$ cat config.mk
export PLATFORM = sky130hd
export DESIGN_NAME = spi_regfile_peripheral_flat
export DESIGN_NICKNAME = d
export VERILOG_FILES = /design/src/rtl/spi_regfile_peripheral_if.sv /design/src/rtl/spi_regfile_peripheral.sv /design/src/flat_wrapper.sv
export SDC_FILE = /design/constraint.sdc
export NUM_CORES = 1
export LEC_CHECK = 0
export CAP_MARGIN = 25
export CORE_ASPECT_RATIO = 0.8
export CORE_MARGIN = 2
export CORE_UTILIZATION = 55
export CTS_BUF_LIST = sky130_fd_sc_hd__clkbuf_8
export DETAILED_ROUTE_END_ITERATION = 6
export GPL_ROUTABILITY_DRIVEN = 0
export HOLD_SLACK_MARGIN = 0.03
export PLACE_DENSITY = 0.84
export SYNTH_ARGS = -nofsm -noshare
export SYNTH_HDL_FRONTEND = slang
export SYNTH_SLANG_ARGS = --single-unit
$ cat constraint.sdc
create_clock -name clk -period 5.8 [get_ports clk]
set_input_delay 0.87 -clock clk [delete_from_list [all_inputs] [get_ports clk]]
set_output_delay 0.87 -clock clk [all_outputs]
set_load 0.01 [all_outputs]
$ cat src/rtl/spi_regfile_peripheral_if.sv
// SPI Mode-0 pin bundle between an external controller and the register-file peripheral.
interface spi_regfile_peripheral_if;
  logic sclk;
  logic copi;
  logic ncs;
  logic cipo;
  logic cipo_oe;

  modport master (output sclk, copi, ncs, input cipo, cipo_oe);
  modport slave  (input sclk, copi, ncs, output cipo, cipo_oe);
endinterface

$ cat src/rtl/spi_regfile_peripheral.sv
// SPI Mode-0 peripheral exposing a NUM_REGS x DATA_W register file with read-back
// and malformed-frame counting; all SPI pins are oversampled in the clk domain.
module spi_regfile_peripheral #(
  parameter int NUM_REGS    = 8,
  parameter int DATA_W      = 8,
  parameter int ADDR_W      = 7,
  parameter int SYNC_STAGES = 2
) (
  input  logic                       clk,
  input  logic                       rst_n,
  spi_regfile_peripheral_if.slave    spi,
  output logic [NUM_REGS*DATA_W-1:0] regs_out,
  output logic                       wr_pulse,
  output logic [ADDR_W-1:0]          wr_addr,
  output logic [7:0]                 frame_err_cnt
);
  localparam int FRAME = 1 + ADDR_W + DATA_W;
  localparam int CNT_W = $clog2(FRAME + 2);
  localparam int TXC_W = $clog2(DATA_W + 1);
  localparam logic [CNT_W-1:0]  CNT_FRAME     = CNT_W'(FRAME);
  localparam logic [CNT_W-1:0]  CNT_SAT       = CNT_W'(FRAME + 1);
  localparam logic [CNT_W-1:0]  CNT_ADDR_LAST = CNT_W'(ADDR_W);
  localparam logic [TXC_W-1:0]  TXC_DONE      = TXC_W'(DATA_W);
  localparam logic [ADDR_W:0]   ADDR_LIMIT    = (ADDR_W+1)'(NUM_REGS);

  typedef enum logic [1:0] {
    ST_IDLE,
    ST_FRAME,
    ST_COMMIT
  } state_t;

  logic [SYNC_STAGES-1:0] sclk_sync, copi_sync, ncs_sync;
  logic sclk_d, ncs_d;
  logic sclk_s, copi_s, ncs_s;
  logic sclk_rise, sclk_fall, ncs_rise, ncs_fall;

  state_t state_q, state_d;
  logic   frame_start, frame_end, sampling, commit;

  logic [CNT_W-1:0]  bit_cnt;
  logic [FRAME-1:0]  rx_sh, rx_next;
  logic [DATA_W-1:0] tx_sh;
  logic [TXC_W-1:0]  tx_cnt;
  logic              cipo_q, cipo_oe_q;

  logic [DATA_W-1:0] regs [NUM_REGS];
  logic [ADDR_W-1:0] rd_addr;
  logic [DATA_W-1:0] rd_data;

  logic              frame_ok, cm_wr, cm_in_range;
  logic [ADDR_W-1:0] cm_addr;
  logic [DATA_W-1:0] cm_data;

  always_ff @(posedge clk or negedge rst_n) begin
    if (!rst_n) begin
      sclk_sync <= '0;
      copi_sync <= '0;
      ncs_sync  <= '0;
      sclk_d    <= 1'b0;
      ncs_d     <= 1'b0;
    end else begin
      sclk_sync <= {sclk_sync[SYNC_STAGES-2:0], spi.sclk};
      copi_sync <= {copi_sync[SYNC_STAGES-2:0], spi.copi};
      ncs_sync  <= {ncs_sync[SYNC_STAGES-2:0], spi.ncs};
      sclk_d    <= sclk_sync[SYNC_STAGES-1];
      ncs_d     <= ncs_sync[SYNC_STAGES-1];
    end
  end

  assign sclk_s    = sclk_sync[SYNC_STAGES-1];
  assign copi_s    = copi_sync[SYNC_STAGES-1];
  assign ncs_s     = ncs_sync[SYNC_STAGES-1];
  assign sclk_rise = sclk_s & ~sclk_d;
  assign sclk_fall = ~sclk_s & sclk_d;
  assign ncs_rise  = ncs_s & ~ncs_d;
  assign ncs_fall  = ~ncs_s & ncs_d;

  always_ff @(posedge clk or negedge rst_n) begin
    if (!rst_n) state_q <= ST_IDLE;
    else        state_q <= state_d;
  end

  // A rising ncs only commits if a falling edge opened the frame, so the
  // synchroniser settling after reset (or a frame cut by reset) is never counted.
  always_comb begin
    state_d     = state_q;
    frame_start = 1'b0;
    frame_end   = 1'b0;
    sampling    = 1'b0;
    commit      = 1'b0;
    case (state_q)
      ST_IDLE: begin
        if (ncs_fall) begin
          state_d     = ST_FRAME;
          frame_start = 1'b1;
        end
      end
      ST_FRAME: begin
        if (ncs_rise) begin
          state_d   = ST_COMMIT;
          frame_end = 1'b1;
        end else begin
          sampling = 1'b1;
        end
      end
      ST_COMMIT: begin
        commit = 1'b1;
        if (ncs_fall) begin
          state_d     = ST_FRAME;
          frame_start = 1'b1;
        end else begin
          state_d = ST_IDLE;
        end
      end
      default: state_d = ST_IDLE;
    endcase
  end

  assign rx_next = {rx_sh[FRAME-2:0], copi_s};

  always_ff @(posedge clk or negedge rst_n) begin
    if (!rst_n) begin
      bit_cnt <= '0;
      rx_sh   <= '0;
    end else if (frame_start) begin
      bit_cnt <= '0;
      rx_sh   <= '0;
    end else if (sampling && sclk_rise) begin
      rx_sh <= rx_next;
      if (bit_cnt != CNT_SAT) bit_cnt <= bit_cnt + 1'b1;
    end
  end

  assign rd_addr = rx_next[ADDR_W-1:0];

  always_comb begin
    rd_data = '0;
    for (int unsigned i = 0; i < NUM_REGS; i++) begin
      if ({1'b0, rd_addr} == (ADDR_W+1)'(i)) rd_data = regs[i];
    end
  end

  // TX loads on the rising edge that completes the address, then advances on falling edges.
  always_ff @(posedge clk or negedge rst_n) begin
    if (!rst_n) begin
      tx_sh     <= '0;
      tx_cnt    <= '0;
      cipo_q    <= 1'b0;
      cipo_oe_q <= 1'b0;
    end else if (frame_end || frame_start) begin
      tx_cnt    <= '0;
      cipo_q    <= 1'b0;
      cipo_oe_q <= 1'b0;
    end else if (sampling && sclk_rise && bit_cnt == CNT_ADDR_LAST && !rx_next[ADDR_W]) begin
      tx_sh     <= rd_data;
      tx_cnt    <= '0;
      cipo_oe_q <= 1'b1;
    end else if (sampling && sclk_fall && cipo_oe_q && tx_cnt != TXC_DONE) begin
      cipo_q <= tx_sh[DATA_W-1];
      tx_sh  <= tx_sh << 1;
      tx_cnt <= tx_cnt + 1'b1;
    end
  end

  assign spi.cipo    = cipo_q;
  assign spi.cipo_oe = cipo_oe_q;

  assign frame_ok    = (bit_cnt == CNT_FRAME);
  assign cm_wr       = rx_sh[FRAME-1];
  assign cm_addr     = rx_sh[DATA_W +: ADDR_W];
  assign cm_data     = rx_sh[DATA_W-1:0];
  assign cm_in_range = ({1'b0, cm_addr} < ADDR_LIMIT);

  always_ff @(posedge clk or negedge rst_n) begin
    if (!rst_n) begin
      for (int unsigned i = 0; i < NUM_REGS; i++) regs[i] <= '0;
      wr_pulse      <= 1'b0;
      wr_addr       <= '0;
      frame_err_cnt <= '0;
    end else begin
      wr_pulse <= 1'b0;
      if (commit) begin
        if (!frame_ok) begin
          if (frame_err_cnt != 8'hFF) frame_err_cnt <= frame_err_cnt + 8'd1;
        end else if (cm_wr && cm_in_range) begin
          for (int unsigned i = 0; i < NUM_REGS; i++) begin
            if ({1'b0, cm_addr} == (ADDR_W+1)'(i)) regs[i] <= cm_data;
          end
          wr_addr  <= cm_addr;
          wr_pulse <= 1'b1;
        end
      end
    end
  end

  for (genvar g = 0; g < NUM_REGS; g++) begin : g_regs_out
    assign regs_out[g*DATA_W +: DATA_W] = regs[g];
  end

endmodule
$ cat src/flat_wrapper.sv
// flat-port wrapper written by rule: the top's interface ports become plain ports
module spi_regfile_peripheral_flat 
#(
  parameter int NUM_REGS    = 8,
  parameter int DATA_W      = 8,
  parameter int ADDR_W      = 7,
  parameter int SYNC_STAGES = 2
)
  (clk, rst_n, regs_out, wr_pulse, wr_addr, frame_err_cnt, spi_sclk, spi_copi, spi_ncs, spi_cipo, spi_cipo_oe);
  spi_regfile_peripheral_if spi_i ();
  input  logic clk;
  input  logic rst_n;
  output logic [NUM_REGS*DATA_W-1:0] regs_out;
  output logic wr_pulse;
  output logic [ADDR_W-1:0] wr_addr;
  output logic [7:0] frame_err_cnt;
  input wire logic [$bits(spi_i.sclk)-1:0] spi_sclk;
  input wire logic [$bits(spi_i.copi)-1:0] spi_copi;
  input wire logic [$bits(spi_i.ncs)-1:0] spi_ncs;
  output wire logic [$bits(spi_i.cipo)-1:0] spi_cipo;
  output wire logic [$bits(spi_i.cipo_oe)-1:0] spi_cipo_oe;
  assign spi_i.sclk = spi_sclk;
  assign spi_i.copi = spi_copi;
  assign spi_i.ncs = spi_ncs;
  assign spi_cipo = spi_i.cipo;
  assign spi_cipo_oe = spi_i.cipo_oe;
  spi_regfile_peripheral #(.NUM_REGS(NUM_REGS), .DATA_W(DATA_W), .ADDR_W(ADDR_W), .SYNC_STAGES(SYNC_STAGES)) u_core (.clk(clk), .rst_n(rst_n), .spi(spi_i), .regs_out(regs_out), .wr_pulse(wr_pulse), .wr_addr(wr_addr), .frame_err_cnt(frame_err_cnt));
endmodule
---- Word-level counts from Yosys, hierarchy flattened ----
Index checks and enable logic that the tools add are counted.
word-level totals
  logic and storage cells ................. 131
  register bits ........................... 125
operators by class
  muxes and demuxes ....................... 37
  equal/unequal tests ..................... 24
  reduce and logical (&&, ||, !) cells .... 33
  $add $sub $neg .......................... 3
  bitwise gates (word level) .............. 10
  magnitude comparators ................... 1
operator list
  cell                 count
  $mux 8               10
  $eq 7x3->1 const B   8
  $mux 16              2
  $reduce_and 4->1     8
  $eq 7x2->1 const B   4
  $mux 1               16
  $mux 5               3
  $eq 7x1->1 const B   2
  $logic_not 7->1      2
  $mux 4               3
  $reduce_bool 2->1    5
  $add 8x1->8 const B  1
  $ne 8x8->1 const B   1
  $reduce_and 2->1     4
  $logic_and 1x1->1    7
  $lt 7x4->1 const B   1
  $ne 2x1->1 const B   3
  $not 1->1            6
  $pmux 2 s3           1
  $reduce_and 3->1     2
  $add 5x1->5 const B  1
  $eq 5x3->1 const B   1
  $eq 5x5->1 const B   1
  $ne 5x5->1 const B   1
  11 further kinds     15

---- Longest topological paths before layout ----
Gate-level depths: netlist (run 1).
  word-level depth ........................ 10
  gate-level depth with buffers ........... 8

---- Worst setup path after synthesis (run 1) ----
Ideal clock, no wire load.
  path type ............................... register to register
  start point ............................. reg u_core.bit_cnt[0]
  end point ............................... reg u_core.regs (netlist bit u_core.regs_out[16])
  cell stages (with the launch flop) ...... 8
  path slack .............................. 3.745 ns
  data arrival time ....................... 1.930 ns
  buffers on the path ..................... 1
  required time ........................... 5.675 ns
  period minus slack after synthesis ...... 2.055 ns
  setup time .............................. 0.125 ns
  cells stage by stage .................... dfrtp_1 inv_1 ha_1 and4bb_4 nand4_4 or4b_1 buf_6 mux2_4
on the way
  cells in the longest elaborated chain, start to end .. 2
ends and longest elaborated chain
  item                           line                           source
  start, declared                spi_regfile_peripheral.sv:40   logic [CNT_W-1:0] bit_cnt;
  start signal, assigned         spi_regfile_peripheral.sv:130  if (bit_cnt != CNT_SAT) bit_cnt <= bit_cnt + 1'b1;
  $eq 5x5->1                     spi_regfile_peripheral.sv:168  assign frame_ok = (bit_cnt == CNT_FRAME);
  $reduce_and 4->1 (no line)     -
  end signal, assigned by index  spi_regfile_peripheral.sv:187  if ({1'b0, cm_addr} == (ADDR_W+1)'(i)) regs[i] <= cm_data;
  end, declared                  spi_regfile_peripheral.sv:46   logic [DATA_W-1:0] regs [NUM_REGS];
No other way between the ends.
A chain may end at the register's enable or synchronous reset.

---- Worst setup path after layout (run 1) ----
  start point ............................. reg u_core.bit_cnt[0]
  end point ............................... reg u_core.regs (netlist bit u_core.regs_out[19])
The elaborated chain is that of the path after synthesis.

==> metrics.txt, run 1 <==
CTS Buf Count=17; layout cells sized above 1=24.0%; drt drc=0; DR iter-0 viols=268; pre-CTS WS=3.26 ns; DIE AREA=about 11,000 µm²; via-per-instance ratio=around 5.8; Post-Syn Instances=approximately 450; fin crit period=2.56 ns; Syn-to-layout area delta=24.6%; final hold slack=0.349 ns; max_slew headroom=33.2%; Hold Violations, Final=0; PD cells=266 nW/µm²; leakage=3.18 nW; core box area=10,100 µm²; worst-path fanout max=13; Ys Warns=0; Worst Max-Slew Pin Slew=1.00 ns; crit end category=flop; max-cap violations=0; routed wire length=13,200 µm; Tot Pwr=0.00187 W; Cell Area, Synth=5640 µm²; VDD IR max=0.212 mV; Hold-fix buffers, CTS=0; crit path cell chain=inv_1 -> ha_1 -> and4bb_4 -> nand4_4 -> or4b_1 -> mux2_4; final core occ=a little over two thirds; GR Util All Layers=25.6%; slowest CP cell=or4b_1; Post CTS Setup Buffer Count=0; initial antenna violation count=0; Inserted Diodes=0; critical path's largest stage delay=0.82 ns; final period utilization=approximately 44%; largest net degree at the start of global routing=approximately 80; Synth cell types=57; fin nets=between 500 and 600; CP Class=reg -> reg; HP Start=u_core.sclk_sync[0]$_DFF_PN0_; Post-DP HPWL=roughly 9000 µm; clock slew at reported path FFs=0.07 ns; setup TNS=0 ns; HP Class=reg -> reg; clock latency on the worst-skew pair=around 0.43 ns; Pins Over Slew Limit=0; Post-Syn Nets=464; WL per Instance=~19 µm; Sink Count=around 130; vias in the first global route=4,045; Die Span X=117 µm; First-pass DRT Iterations=6; vias=3,996; RSZ-0062 raised after global routing=no; Post-Syn Area per Cell=between 10 and 15 µm²; post-CTS sizing=0; Crit Reg-Reg Startpoint=u_core.bit_cnt[0]$_DFFE_PN0P_; final worst slack=around 3.2 ns; Routed Antenna Nets=0; Setup crit start=u_core.bit_cnt[0]$_DFFE_PN0P_; IO Port Bufs=86; setup slack, reg-to-reg=3.24 ns; Synth Register Bits=125; root buffer cell=clkbuf_8; status=finished, final reports clean; CTS tree=yes; Arrival @ worst endpoint=2.87 ns; clk buf depth=2; Startpoint Class=flop; final setup fails=0; Placement Rows=33; Worst EP required=approximately 6 ns; Initial Utilization=55.8%; Vert. Die Dim=94.6 µm; Max Clock Freq=391 MHz; Worst Skew=a little over 0.009 ns; total gr overflow=0; CTS H-Tree Depth=4; first-pass GRT wire length=~21,000 µm; sequential area share after synthesis=a little under three fifths; IO Pins=87
-- cells in the mapped netlist, drive strengths merged --
library cell    n  share of area (%)
mux2i           8                1.4
dfrtp         125                 55
o41ai           1               0.29
a311o           1               0.18
a21boi          1               0.13
nor4            4               0.98
and3            2               0.22
o211ai          1               0.13
or2             1               0.11
nor4b           1               0.42
and2            4               0.44
mux4            7                2.8
o21ai          14                1.2
o22ai           8               0.89
nand3          10               0.89
nand2b          4               0.44
a311oi          1               0.16
or3             2               0.22
nor3b           5               0.86
a31oi           1               0.11
o31ai           2               0.27
o21a            3               0.40
buf             8               0.78
a41oi           1               0.16
and4bb          2               0.51
nand3b          1               0.13
xnor2           6               0.93
nor2b           4               0.44
or4b            1               0.18
mux2           72                 15
and4            1               0.16
o32ai           6               0.93
inv             6               0.40
a21oi          19                1.7
or3b            1               0.16
xor2            4               0.62
nand4           5               0.82
clkbuf         18                1.2
nand2          62                4.2
nor3            7                1.0
nor2           16                1.2
a211oi          1               0.13
ha              6                1.3
-- layer usage --
| metal | global-route usage, % | share of wire (%) | up-vias |
|---|---|---|---|
| met1 | 35.9 | 44 | 2048 |
| met4 | 8.82 | 1.4 | 0 |
| li1 | - | - | 1786 |
| met3 | 6.93 | 5.4 | 18 |
| met5 | 0 | 0 | - |
| met2 | 38.7 | 49 | 144 |
-- power breakdown --
| group | internal [W] | switching, W | total, W |
|---|---|---|---|
| sequential | 0.000901 | 0.0000441 | 0.000945 |
| combinational | 0.0000664 | 0.0000898 | 0.000156 |
| clock | 0.000448 | 0.000320 | 0.000767 |
| total | 0.00141 | 0.000454 | 0.00187 |
-- worst paths after layout --
| kind | end | cells after the start |
|---|---|---|
| setup / recovery | u_core.regs_out[19]$_DFFE_PN0P_ | 6 |
| hold reg to reg | u_core.sclk_sync[1]$_DFF_PN0_ | 0 |
| max in group asynchronous | u_core.regs_out[34]$_DFFE_PN0P_ | 3 |
| min in group asynchronous | u_core.frame_err_cnt[3]$_DFFE_PN0P_ | 1 |
| setup reg to reg | u_core.regs_out[19]$_DFFE_PN0P_ | 6 |
| hold / removal | u_core.sclk_sync[1]$_DFF_PN0_ | 0 |
-- cells by family after synthesis --
kind of cell | share of synthesized area, %
flops | 55.4
buf+inv | 2.40
xor+xnor | 1.55
compound gates | 6.70
fa+ha+maj | 1.33
mux | 19.1
simple gates | 13.5
-- layout make-up --
cell class                      count  area (µm²)
Clock inverter                     10         123
Fill cell                         723        3090
Multi-Input combinational cell    296        2380
Clock buffer                       20         275
Sequential cell                   125        3130
Tap cell                          140         175
Inverter                            6        22.5
Timing Repair Buffer               92         923
-- cell usage in the layout, fill, tap and decap left out, drive strengths merged, types with 4 or more instances in the layout --
master         count
nand2             62
a21oi             19
buf                7
nor3               7
clkbuf            20
nand3             10
nand4              5
nor3b              5
dfrtp            125
o22ai              8
inv                8
clkinv             5
nor4               4
mux2              72
o32ai              6
xnor2              6
mux4               7
mux2i              8
nand2b             4
nor2              16
xor2               4
and2               4
nor2b              4
clkdlybuf4s50     85
ha                 6
o21ai             14
-- through the flow --
stage | cell area [µm²] | instances
floorplan | 5640 | 453
global placement | 6610 | 658
detailed placement | 6610 | 658
CTS | 7000 | 688
global route | 7030 | 689
finish | 7030 | 689
-- worst max-delay path: cells and delay by family, from the launching register on --
| kind | cells | cell delay (ns) |
|---|---|---|
| AND/OR/NAND/NOR | 3 | 1.34 |
| flip-flops | 1 | 0.42 |
| multiplexers | 1 | 0.40 |
| adder cells (fa/ha/maj) | 1 | 0.16 |
| buffers and inverters | 1 | 0.11 |
-- flip-flops by register name, summed over array words and instances, names as in the netlist, 4 cells and up --
| register | cells |
|---|---|
| u_core.tx_cnt | 4 |
| u_core.tx_sh | 8 |
| u_core.rx_sh | 16 |
| u_core.frame_err_cnt | 8 |
| u_core.bit_cnt | 5 |
| u_core.regs_out | 64 |
| u_core.wr_addr | 7 |
(Power assumes the default switching activity.)
==> inputs of run 2 (changes only) <==
==> constraint.sdc (replaced) <==
create_clock -name clk -period 2.7 [get_ports clk]
set_input_delay 0.405 -clock clk [delete_from_list [all_inputs] [get_ports clk]]
set_output_delay 0.405 -clock clk [all_outputs]
set_load 0.01 [all_outputs]
==> run 2 against run 1 <==
Compared with the run above: sequential share of layout area shrank 0.76 points; fmax grew 5.0%; clock skew grew 0.0016 ns; clock-buffer cell count shrank 2; critical path depth is the same; first-iteration DRC count grew 12%; power grew 130%; global-route usage grew 0.87 points; utilization grew 1.2 points; critical endpoint is now u_core.regs_out[21]$_DFFE_PN0P_; combinational power grew 130%; final cell count grew 1.0%; non-clock buffer count grew 5.
==> metrics.txt, run 2 (synthesis results as in run 1) <==
post-CTS sizing=0; Max Clock Freq=410 MHz; largest net degree at the start of global routing=126; crit end category=flop; clock slew at reported path FFs=approximately 0.080 ns; critical path's largest stage delay=between 0.7 and 0.8 ns; routed wire length=13,700 µm; Vert. Die Dim=94.6 µm; Placed Instances=664; worst-path fanout max=8; WL per Instance=between 15 and 20 µm; Post-DP HPWL=8890 µm; first-pass GRT wire length=around 22,000 µm; core box area=roughly 10,000 µm²; clk buf depth=2; drt drc=0; PD cells=approximately 600 nW/µm²; CTS tree=yes; most common cell after layout, fill and taps aside=dfrtp_1; VDD IR max=0.416 mV; Initial Utilization=55.8%; final setup fails=0; status=finished, final reports clean; total gr overflow=0; Sequential Area=3130 µm²; Die Span X=117 µm; crit path cell chain=inv_1 -> ha_1 -> and4bb_4 -> nand4_4 -> or4b_1 -> mux2_4; clock latency on the worst-skew pair=~0.44 ns; leakage=around 3.2 nW; Arrival @ worst endpoint=2.76 ns; Sw Pwr=approximately 0.0011 W; Largest register FFs=64; slowest CP cell=or4b_1; DR iter-0 viols=299; IO Pins=87; Comb pwr share=8.1%; RSZ-0062 raised after global routing=no; Pins Over Slew Limit=0; Post CTS Setup Buffer Count=0; Flop pwr share=46.3%; Multi-input gate area=2380 µm²; Sink Count=about 130; filler cell count=roughly 700; CP Class=reg -> reg; fin nets=~550; clock group share of total power=45.7%; Worst EP required=3.03 ns; Worst Skew=0.0107 ns; Placement Rows=33; final worst slack=0.264 ns; Internal Power=0.00330 W; fin crit period=2.44 ns; Worst Max-Slew Pin Slew=0.734 ns; pre-CTS WS=0.283 ns; Hold-fix buffers, CTS=0; final period utilization=90.2%; First-pass DRT Iterations=5; layout cells sized above 1=25.2%; vias in the first global route=4,056; most frequent cells in the layout=dfrtp_1 (125), clkdlybuf4s50_1 (85), mux2_2 (64), nand2_1 (60), a21oi_1 (19); max-cap violations=0; initial antenna violation count=0; GR Util All Layers=around a quarter; Inserted Diodes=0; root buffer cell=clkbuf_8; CTS Buf Count=17; Final Non-Filler Cells=696; Startpoint Class=flop; Routed Antenna Nets=0; vias=4,004; switching share of power=24.4%; CTS H-Tree Depth=4; Syn-to-layout area delta=26.8%; setup TNS=0 ns; via-per-instance ratio=about 5.8; IO Port Bufs=86; final core occ=70.7%; Hold Violations, Final=0; max_slew headroom=around half; HP Class=in -> async; DIE AREA=11,100 µm²
[run 2: changes by cell type in the layout (fill, tap and decap cells not counted)]
cell,before,now
buf_12,0,1
buf_16,1,0
buf_4,6,11
bufinv_16,3,6
clkbuf_8,20,18
clkinv_2,5,0
clkinv_4,0,5
clkinvlp_4,0,2
inv_1,7,6
[run 2: critical path: cells and delay by family (launching register included)]
| family | cells | cell delay (ns) |
|---|---|---|
| multiplexers | 1 | 0.40 |
| flip-flops | 1 | 0.42 |
| AND/OR/NAND/NOR | 3 | 1.26 |
| adder cells (fa/ha/maj) | 1 | 0.15 |
| buffers and inverters | 1 | 0.10 |
[run 2: final cells by class]
type,instances,share of cell area [%]
Clock buffer,18,3.46
Clock inverter,14,3.39
Inverter,6,0.315
Multi-Input combinational cell,296,33.3
Sequential cell,125,43.7
Tap cell,140,2.45
Timing Repair Buffer,97,13.3
[run 2: path summary, 6_finish.rpt]
kind	startpoint	to	slack [ns]	depth (start not counted)
max reg2reg	u_core.bit_cnt[0]$_DFFE_PN0P_	u_core.regs_out[21]$_DFFE_PN0P_	0.26	6
max in group asynchronous	rst_n	u_core.regs_out[35]$_DFFE_PN0P_	2.16	2
max	u_core.bit_cnt[0]$_DFFE_PN0P_	u_core.regs_out[21]$_DFFE_PN0P_	0.26	6
min reg2reg	u_core.copi_sync[0]$_DFF_PN0_	u_core.copi_sync[1]$_DFF_PN0_	0.35	0
min	rst_n	u_core.frame_err_cnt[0]$_DFFE_PN0P_	0.05	2
min in group clk	u_core.copi_sync[0]$_DFF_PN0_	u_core.copi_sync[1]$_DFF_PN0_	0.35	0
[run 2: routing by layer]
| metal | routed length [µm] | vias up | GRT usage [%] | part of all wire [%] |
|---|---|---|---|---|
| met5 | 0 | - | 0 | 0 |
| met4 | 216 | 0 | 8.04 | 1.6 |
| met3 | 783 | 24 | 6.55 | 5.7 |
| met2 | 6600 | 138 | 40.2 | 48 |
| met1 | 6100 | 2048 | 37.9 | 45 |
| li1 | - | 1794 | - | - |
[run 2: power groups by stage]
stage                     clock network, W  registers (W)  logic [W]
after floorplan                          0        0.00204   0.000199
after detailed placement                 0        0.00205   0.000347
after global routing               0.00210        0.00203   0.000390
final                              0.00199        0.00202   0.000352
after CTS                          0.00201        0.00202   0.000355
after global placement                   0        0.00205   0.000332
[run 2: metrics by stage]
step / instance area, µm² / hold slack (ns) / power (W)
floorplan: 5640 / 0.109 / 0.00223
global placement: 6660 / 0.332 / 0.00238
detailed placement: 6660 / 0.336 / 0.00240
CTS: 7150 / 0.0932 / 0.00438
global route: 7150 / 0.110 / 0.00452
finish: 7150 / 0.0489 / 0.00437
